File: config.mk
export PLATFORM = sky130hd
export DESIGN_NAME = mul_rill_seq
export DESIGN_NICKNAME = d
export VERILOG_FILES = /design/src/rtl/mul_rill_seq.sv
export SDC_FILE = /design/constraint.sdc
export NUM_CORES = 1
export LEC_CHECK = 0
export ABC_CLOCK_PERIOD_IN_PS = 9400
export CAP_MARGIN = 5
export CORE_ASPECT_RATIO = 1.25
export CORE_MARGIN = 2
export CORE_UTILIZATION = 35
export CTS_BUF_LIST = sky130_fd_sc_hd__clkbuf_8
export DETAILED_ROUTE_END_ITERATION = 6
export PLACE_DENSITY = 0.57
export SLEW_MARGIN = 10
export SYNTH_ARGS = -nofsm -noshare
export SYNTH_HDL_FRONTEND = slang
export SYNTH_SLANG_ARGS = --single-unit
export TNS_END_PERCENT = 10
File: constraint.sdc
create_clock -name clk -period 9.4 [get_ports clk]
set_input_delay 2.82 -clock clk [delete_from_list [all_inputs] [get_ports clk]]
set_output_delay 2.82 -clock clk [all_outputs]
set_load 0.02 [all_outputs]
File: src/rtl/mul_rill_seq.sv
// Sequential shift-add multiply-accumulate: product = a*b + c at 2*WIDTH precision,
// one multiplier bit per clock, fixed latency with a start/busy/done handshake.
module mul_rill_seq #(
  parameter int unsigned WIDTH = 32
) (
  input  logic                 clk,
  input  logic                 rst_n,
  input  logic                 start,
  input  logic [WIDTH-1:0]     a,
  input  logic [WIDTH-1:0]     b,
  input  logic [WIDTH-1:0]     c,
  output logic                 busy,
  output logic                 done,
  output logic [2*WIDTH-1:0]   product,
  output logic                 ovf
);

  localparam int unsigned PW    = 2 * WIDTH;
  localparam int unsigned CNT_W = (WIDTH > 1) ? $clog2(WIDTH) : 1;
  localparam logic [CNT_W-1:0] CNT_LAST = CNT_W'(WIDTH - 1);

  typedef enum logic [1:0] {
    S_IDLE,
    S_RUN,
    S_DONE
  } state_t;

  state_t             state, state_nxt;
  logic [WIDTH-1:0]   mplier, mplier_nxt;
  logic [PW-1:0]      mcand, mcand_nxt;
  logic [PW-1:0]      acc, acc_nxt;
  logic [CNT_W-1:0]   cnt, cnt_nxt;
  logic [PW-1:0]      product_nxt;
  logic               ovf_nxt;
  logic               busy_nxt;
  logic               done_nxt;

  // State and datapath registers; reset aborts any operation in flight
  always_ff @(posedge clk or negedge rst_n) begin
    if (!rst_n) begin
      state   <= S_IDLE;
      mplier  <= '0;
      mcand   <= '0;
      acc     <= '0;
      cnt     <= '0;
      product <= '0;
      ovf     <= 1'b0;
      busy    <= 1'b0;
      done    <= 1'b0;
    end else begin
      state   <= state_nxt;
      mplier  <= mplier_nxt;
      mcand   <= mcand_nxt;
      acc     <= acc_nxt;
      cnt     <= cnt_nxt;
      product <= product_nxt;
      ovf     <= ovf_nxt;
      busy    <= busy_nxt;
      done    <= done_nxt;
    end
  end

  // Next-state, operand load and one shift-add step per RUN cycle
  always_comb begin
    state_nxt   = state;
    mplier_nxt  = mplier;
    mcand_nxt   = mcand;
    acc_nxt     = acc;
    cnt_nxt     = cnt;
    product_nxt = product;
    ovf_nxt     = ovf;

    unique case (state)
      S_IDLE: begin
        if (start) begin
          mplier_nxt = a;
          mcand_nxt  = PW'(b);
          acc_nxt    = PW'(c);
          cnt_nxt    = '0;
          state_nxt  = S_RUN;
        end
      end
      S_RUN: begin
        acc_nxt    = mplier[0] ? (acc + mcand) : acc;
        mplier_nxt = mplier >> 1;
        mcand_nxt  = mcand << 1;
        cnt_nxt    = cnt + CNT_W'(1);
        if (cnt == CNT_LAST) begin
          state_nxt   = S_DONE;
          product_nxt = acc_nxt;
          ovf_nxt     = |acc_nxt[PW-1:WIDTH];
        end
      end
      S_DONE: begin
        if (start) begin
          mplier_nxt = a;
          mcand_nxt  = PW'(b);
          acc_nxt    = PW'(c);
          cnt_nxt    = '0;
          state_nxt  = S_RUN;
        end else begin
          state_nxt  = S_IDLE;
        end
      end
      default: begin
        state_nxt = S_IDLE;
      end
    endcase

    busy_nxt = (state_nxt == S_RUN);
    done_nxt = (state_nxt == S_DONE);
  end

endmodule
==> results.toml, run 1 <==
[layout]
nets = 1960
diodes = 0
final_area_mm2 = 0.0178
multi_input_area_mm2 = 0.00848
nFillCells = 4224
drive_above_1_share = 0.0745
seqCellArea_mm2 = 0.00586
area_growth_pct = 19.9

[drt]
via_per_inst = 5.50
drtIter0Drc = 690
post-route-drc-count = 0
wl_per_cell_um = 19.5
postRouteAntennaNets = 0
num_vias = 13100
drt_wl_total_um = 46400
dr.pass1.iters = 5

[clocking]
cts.repair.resized = 0
cts_hold_buf = 0
insertion_delay_ps = 590
cts_tree = "built"
cts.sinks = 234
clk_pin_slew_ps = 60
htreeDepth = 2
root_buffer = "clkbuf_8"
cts_setup_buffers = 0
numCtsBuffers = 41
clk_path_buf_depth = 3

[yosys]
netlist_area_mm2 = 0.0148
synth.ff_latch_count = 234
synth_edf_count = 0
yosys-top-cells-area = "dfrtp_1, o21ai_0, mux2i_1"
synthCells = 1683
synth_seq_area_share = 0.395
synth_top_cell_area_share = 0.395
async_flop_share = 1.00
synthTopCellsByCount = "nand2_1, dfrtp_1, o21ai_0"
synth_most_common_cell = "nand2_1"
synth_area_per_cell_um2 = 8.80
synthDistinctLibCells = 81
synthFlopType = "dfrtp_1"
yosysTopAreaCell = "dfrtp_1"
synth_nets = 1848
yosys_warnings = 0

[sta]
finalCritPeriodShare = 0.514
rsz0062_at_grt = "false"
setup-violations-final = 0
drv_slew = 0
tns_ps = 0
finalCriticalPeriod_ps = 4830
hold_violations = 0
clock_skew_ps = 41.1
tightest_slew_ps = 945
fmax_mhz = 207
fin_ws_ps = 4570
slew_headroom = 0.370

[floorplanning]
coreArea_mm2 = 0.0419
pin_count = 166
rows = 84
die_w_um = 188
die_h_um = 234
start_util = 0.353
dieArea_mm2 = 0.0440

[global_route]
grt_start_max_net_pins = 126
grt_pass1_vias = 13100
grt_pass1_wl_um = 73200
gr-usage-all-layers = 0.211
antenna_found_initial = 0
grt_overflow_total = 0

[hold_path]
hp-class = "flop to flop"
hold_depth = 2

[setup_path]
cp_max_fo = 68
crit_top_cell = "buf_4"
crit_slowest_cell = "nor2b_1"
path_class = "primary input to flop"
reg2reg_setup_slack_ps = 4860
critPathRequiredTime_ps = 9830
critical-path-max-stage-delay_ps = 720
cp-start-kind = "primary input"
rr_worst_depth = 13
path_cells = "buf_2 > nor2b_1 > nor2_4 > buf_4 > buf_4 > nand2_1 > o21ai_0"
cp-end-kind = "flop"
cp_data_arrival_time_ps = 5270

[run_status]
outcome = "completed"

[placed_design]
portBuffers = 165
dpl.hpwl_um = 34300
dpl_cell_area_mm2 = 0.0169
pre_cts_ws_ps = 3960
gp_congestion = 0.917

[power]
ir_drop_uv = 152
p_per_area_mw_per_mm2 = 415
p_leak_uw = 0.00788

[job]
max-cap-violations = 0
## critical path, delay by kind of cell
| kind | cells | cell delay [ps] |
|---|---|---|
| and+or+nand+nor | 3 | 920 |
| AOI/OAI and AO/OA | 1 | 90 |
| buffers and inverters | 3 | 1350 |
## worst paths after layout
kind                                   from          end
worst min register to register  product[29]  product[29]
max in group asynchronous             rst_n     state[0]
worst min-delay path            product[29]  product[29]
worst max register to register     mcand[0]          ovf
worst max-delay path                  start   mplier[26]
min in group asynchronous             rst_n  product[36]
## where the power goes
| part | total [uW] | internal (uW) | switching, uW |
|---|---|---|---|
| clock network | 1030 | 584 | 446 |
| logic | 4450 | 1750 | 2700 |
| registers | 1880 | 1470 | 409 |
| total | 7370 | 3810 | 3560 |
## through the flow
stage                      util  cells  hold slack, ps  total power (uW)
final                     0.423   2384             474              7370
after global placement    0.402   2311             461              6280
after detailed placement  0.402   2311             470              6350
after floorplan               -   1683             449              4930
after global routing      0.423   2384             505              7990
after CTS                 0.423   2384             484              7420
## state kept, by name, summed over array words and instances, names as in the netlist
| signal | flops |
|---|---|
| acc | 64 |
| mcand | 64 |
| mplier | 32 |
| state | 2 |
| busy | 1 |
| product | 64 |
| done | 1 |
| cnt | 5 |
| ovf | 1 |
## cells by family after synthesis
| kind of cell | Yosys count | share of synthesized area |
|---|---|---|
| and+or+nand+nor | 509 | 0.157 |
| buffers and inverters | 127 | 0.0338 |
| muxes | 132 | 0.0925 |
| AOI/OAI and AO/OA | 581 | 0.245 |
| xor gates and xnor gates | 34 | 0.0201 |
| DFF | 234 | 0.395 |
| adders and majority gates | 66 | 0.0562 |
## routing by layer
layer  part of all wire  GRT usage  wire length [um]  vias to the layer above
met4              0.033     0.0770              1520                        0
met3              0.049     0.0352              2280                       83
met5                  0          0                 0                        -
li1                   -          -                 -                     6409
met1               0.42      0.259             19700                     6304
met2               0.49      0.373             22900                      316
## cell type report
cell class                      count  share of cell area
Clock buffer                       49              0.0380
Clock inverter                     24              0.0120
Inverter                           19             0.00402
Multi-Input combinational cell   1322               0.478
Sequential cell                   234               0.330
Tap cell                          559              0.0394
Timing Repair Buffer              177              0.0988
## layout by cell type (no fill, tap or decap), drive strengths merged, types with 7 or more instances in the layout
cell type      count
a21boi             8
or3                8
buf               14
a2111oi            7
o21ai            209
inv               34
xnor2             20
clkbuf            49
o21bai             8
nor4               7
o22ai             11
a21o              37
nor2              98
mux2              36
a21oi            141
mux2i             96
nand4             30
o211ai            15
a211oi            29
clkdlybuf4s50    163
nor2b             20
dfrtp            234
o21a              15
ha                65
a31oi             14
nand3             35
a22o              41
xor2              14
nor3              22
and3              13
nand2b            11
nand2            243
No activity file was read; power rests on OpenSTA's default activity.
==> run 2, diff against run 1 <==
--- a/config.mk
+++ b/config.mk
@@ -5,7 +5,7 @@
 export SDC_FILE = /design/constraint.sdc
 export NUM_CORES = 1
 export LEC_CHECK = 0
-export ABC_CLOCK_PERIOD_IN_PS = 9400
+export ABC_CLOCK_PERIOD_IN_PS = 4700
 export CAP_MARGIN = 5
 export CORE_ASPECT_RATIO = 1.25
 export CORE_MARGIN = 2
==> constraint.sdc (replaced) <==
create_clock -name clk -period 4.7 [get_ports clk]
set_input_delay 1.41 -clock clk [delete_from_list [all_inputs] [get_ports clk]]
set_output_delay 1.41 -clock clk [all_outputs]
set_load 0.02 [all_outputs]
==> results.toml, run 2 (synthesis results as in run 1) <==
[clocking]
cts_setup_buffers = 0
insertion_delay_ps = 590
cts.repair.resized = 0
cts_tree = "built"
root_buffer = "clkbuf_8"
cts.sinks = 234
htreeDepth = 2
numCtsBuffers = 42
clk_pin_slew_ps = 60
cts_hold_buf = 0
clk_path_buf_depth = 3

[sta]
finalCriticalPeriod_ps = 4210
whs_ps = 473
finalCritPeriodShare = 0.895
setup-violations-final = 0
tightest_slew_ps = 913
fmax_mhz = 238
clock_skew_ps = 23.9
slew_headroom = 0.391
tns_ps = 0
drv_slew = 0
rsz0062_at_grt = "false"
hold_violations = 0

[drt]
via_per_inst = 5.54
wl_per_cell_um = 20.4
routed-wl-met3_um = 2550
num_vias = 13300
post-route-drc-count = 0
dr.pass1.iters = 5
drt_wl_total_um = 49000
postRouteAntennaNets = 0
wl_met1_um = 20500
highest_layer = "met4"
drtIter0Drc = 704
dr_wl_met2_um = 23700

[power]
ir_drop_uv = 317
p_per_area_mw_per_mm2 = 839
p_leak_uw = 0.00798

[floorplanning]
coreArea_mm2 = 0.0419
start_util = 0.353
die_w_um = 188
pin_count = 166
die_h_um = 234
dieArea_mm2 = 0.0440
rows = 84

[global_route]
grt_pass1_wl_um = 76300
grt_pass1_vias = 13300
gr-usage-all-layers = 0.222
grt_start_max_net_pins = 123
grt_overflow_total = 0
antenna_found_initial = 0

[layout]
diodes = 0
layout_common_cells = "nand2_1, dfrtp_1, o21ai_0"
final_common_cell = "nand2_1"
reg_top3 = "acc (64), mcand (64), product (64)"
final_area_mm2 = 0.0179
nets = 1980
area_growth_pct = 21.1
drive_above_1_share = 0.0878

[placed_design]
portBuffers = 165
gp_congestion = 0.938
dpl_cell_area_mm2 = 0.0170
dpl.hpwl_um = 36500

[setup_path]
cp_data_arrival_time_ps = 4660
cp_top_family = "simple AND/OR/NAND/NOR gates"
crit_slowest_cell = "nor4_1"
cp_max_fo = 6
path_class = "flop to flop"
path_buf_inv = 1
crit_top_cell = "a211oi_1"
critPathRequiredTime_ps = 5150
path_cells = "ha_1 > fa_1 > a211oi_1 > o21ai_0 > a211oi_1 > buf_4 > or3_1 > a21oi_1 > nor3_1 > o311ai_0 > nor4_1 > and4_1 > a31oi_1"
cp-start-kind = "flop"
cp-end-kind = "flop"
critical-path-max-stage-delay_ps = 540

[job]
max-cap-violations = 0

[run_status]
outcome = "completed"

[hold_path]
hp-class = "flop to flop"
-- run 2: stage by stage --
stage / cells / worst slack [ps] / total power [uW] / util
floorplan: 1683 / 1370 / 9870 / -
global placement: 2330 / 539 / 12900 / 0.406
detailed placement: 2330 / 541 / 12900 / 0.406
CTS: 2404 / 512 / 15100 / 0.428
global route: 2404 / 254 / 16300 / 0.428
finish: 2404 / 494 / 15000 / 0.428
-- run 2: worst min-delay path, delay by kind of cell (launching register included) --
family             cells  cell delay, ps
and+or+nand+nor        1              40
AOI/OAI and AO/OA      1              50
DFF                    1             340
-- run 2: area by class of cell --
class / instances / area, um^2
Timing Repair Buffer: 196 / 1910
Inverter: 19 / 71.3
Fill cell: 4172 / 24000
Clock inverter: 23 / 211
Sequential cell: 234 / 5860
Multi-Input combinational cell: 1322 / 8480
Tap cell: 559 / 699
Clock buffer: 51 / 702
-- run 2: routing by layer --
metal / track usage / vias up
met3: 0.0392 / 111
met1: 0.269 / 6365
met2: 0.385 / 382
met5: 0 / -
li1: - / 6452
met4: 0.102 / 0
-- run 2: worst paths after layout --
path | from | end | slack [ps] | depth (start not counted)
max | acc[0] | ovf | 490 | 13
min | product[51] | product[51] | 470 | 2
max reg2reg | acc[0] | ovf | 490 | 13
min reg2reg | product[51] | product[51] | 470 | 2
max in group asynchronous | rst_n | acc[17] | 2840 | 2
min in group asynchronous | rst_n | mcand[40] | 850 | 1
-- run 2: report_power, final --
group,internal (uW),switching [uW]
registers,2950,755
logic,3590,5620
clock network,1200,923
total,7750,7300
==> run 3, diff against run 2 <==
--- a/config.mk
+++ b/config.mk
@@ -9,10 +9,10 @@
 export CAP_MARGIN = 5
 export CORE_ASPECT_RATIO = 1.25
 export CORE_MARGIN = 2
-export CORE_UTILIZATION = 35
+export CORE_UTILIZATION = 29
 export CTS_BUF_LIST = sky130_fd_sc_hd__clkbuf_8
 export DETAILED_ROUTE_END_ITERATION = 6
-export PLACE_DENSITY = 0.57
+export PLACE_DENSITY = 0.53
 export SLEW_MARGIN = 10
 export SYNTH_ARGS = -nofsm -noshare
 export SYNTH_HDL_FRONTEND = slang
==> results.toml, run 3 (synthesis results as in run 1) <==
[run_status]
outcome = "completed"

[global_route]
gr-usage-all-layers = 0.201
antenna_found_initial = 0
grt_overflow_total = 0
grt_start_max_net_pins = 98
grt_pass1_vias = 13800
grt_pass1_wl_um = 82500

[layout]
nFillCells = 5243
reg_top3 = "acc (64), mcand (64), product (64)"
nets = 1985
area_growth_pct = 22.6
final_area_mm2 = 0.0182
diodes = 0
final_common_cell = "nand2_1"
layout_common_cells = "nand2_1, dfrtp_1, o21ai_0"
drive_above_1_share = 0.0896

[sta]
fmax_mhz = 240
setup-violations-final = 0
tightest_slew_ps = 950
hold_violations = 0
tns_ps = 0
finalCriticalPeriod_ps = 4170
clock_skew_ps = 27.6
rsz0062_at_grt = "false"
slew_headroom = 0.367
drv_slew = 0
finalCritPeriodShare = 0.888

[floorplanning]
dieArea_mm2 = 0.0529
start_util = 0.294
die_h_um = 257
coreArea_mm2 = 0.0504
die_w_um = 206
rows = 92
pin_count = 166

[hold_path]
hp-start = "product[60]"
hp-class = "flop to flop"
min_delay_worst_endpoint = "product[60]"
hold_depth = 2

[clocking]
insertion_delay_ps = 620
htreeDepth = 2
root_buffer = "clkbuf_8"
numCtsBuffers = 44
cts.repair.resized = 0
cts_hold_buf = 0
cts_tree = "built"
cts_setup_buffers = 0
cts.sinks = 234
clk_pin_slew_ps = 60
clk_path_buf_depth = 3

[setup_path]
path_cells = "ha_1 > fa_1 > a211oi_1 > o211ai_1 > a21oi_1 > buf_4 > o22a_1 > a2111oi_0 > nand3b_1 > a2111o_1 > nor4_1 > and4_1 > a31oi_1"
path_class = "flop to flop"
cp_data_arrival_time_ps = 4650
rr_worst_depth = 13
rr_startpoint = "mcand[0]"
cp_max_fo = 4
crit_slowest_cell = "nor4_1"
worstReg2RegEnd = "ovf"
critPathRequiredTime_ps = 5180
critical-path-max-stage-delay_ps = 500
reg2reg_setup_slack_ps = 530
cp-end-kind = "flop"
cp-start-kind = "flop"

[power]
p_leak_uw = 0.00803
ir_drop_uv = 359
p_per_area_mw_per_mm2 = 846

[drt]
postRouteAntennaNets = 0
wl_per_cell_um = 21.0
dr.pass1.iters = 7
drtIter0Drc = 698
via_per_inst = 5.34
drt_wl_total_um = 52600
num_vias = 13400
post-route-drc-count = 0

[job]
max-cap-violations = 0

[placed_design]
gp_congestion = 0.922
dpl_cell_area_mm2 = 0.0172
dpl.hpwl_um = 39300
portBuffers = 165
-- run 3: report_power, final --
part	total [uW]	leakage, uW	switching, uW	internal (uW)
Clock	2310	0.000539	970	1340
Sequential	3740	0.00289	793	2950
Combinational	9320	0.00460	5700	3630
Total	15400	0.00803	7460	7920
-- run 3: worst max-delay path: cells and delay by family, from the launching register on --
kind,cells,cell delay [ps]
compound gates,7,1740
fa+ha+maj,2,660
buf+inv,1,150
flops,1,390
simple gates,3,1080
-- run 3: layout make-up --
| class | count | area, um^2 | share of cell area |
|---|---|---|---|
| clock buffers | 52 | 716 | 0.0394 |
| clock inverters | 26 | 279 | 0.0154 |
| inverters | 19 | 71.3 | 0.00393 |
| multi-input cells | 1322 | 8480 | 0.467 |
| flip-flops and latches | 234 | 5860 | 0.323 |
| well taps | 658 | 823 | 0.0453 |
| repair buffers | 199 | 1930 | 0.106 |
-- run 3: routing by layer --
layer,track usage,wire length (um),vias to the layer above
met5,0,0,-
met4,0.0643,1640,0
met3,0.0343,2220,88
met2,0.347,26200,305
met1,0.253,22600,6559
li1,-,-,6460
-- run 3: worst max path at each step --
stage               from  endpoint  depth (start not counted)
6_report        mcand[0]       ovf                         13
5_1_grt           acc[0]       ovf                         13
4_1_cts         mcand[0]       ovf                         13
3_5_place_dp   mcand[37]       ovf                         12
3_3_place_gp    mcand[0]       ovf                         13
2_1_floorplan   mcand[0]       ovf                         13
-- run 3: through the flow --
step | utilization | worst slack (ps) | total power, uW | hold slack (ps) | cells
2_1_floorplan | - | 1370 | 9870 | 449 | 1683
3_3_place_gp | 0.341 | 548 | 13000 | 464 | 2432
3_5_place_dp | 0.341 | 581 | 13100 | 470 | 2432
4_1_cts | 0.360 | 541 | 15500 | 483 | 2510
5_1_grt | 0.360 | 258 | 16700 | 510 | 2510
6_report | 0.360 | 525 | 15400 | 477 | 2510
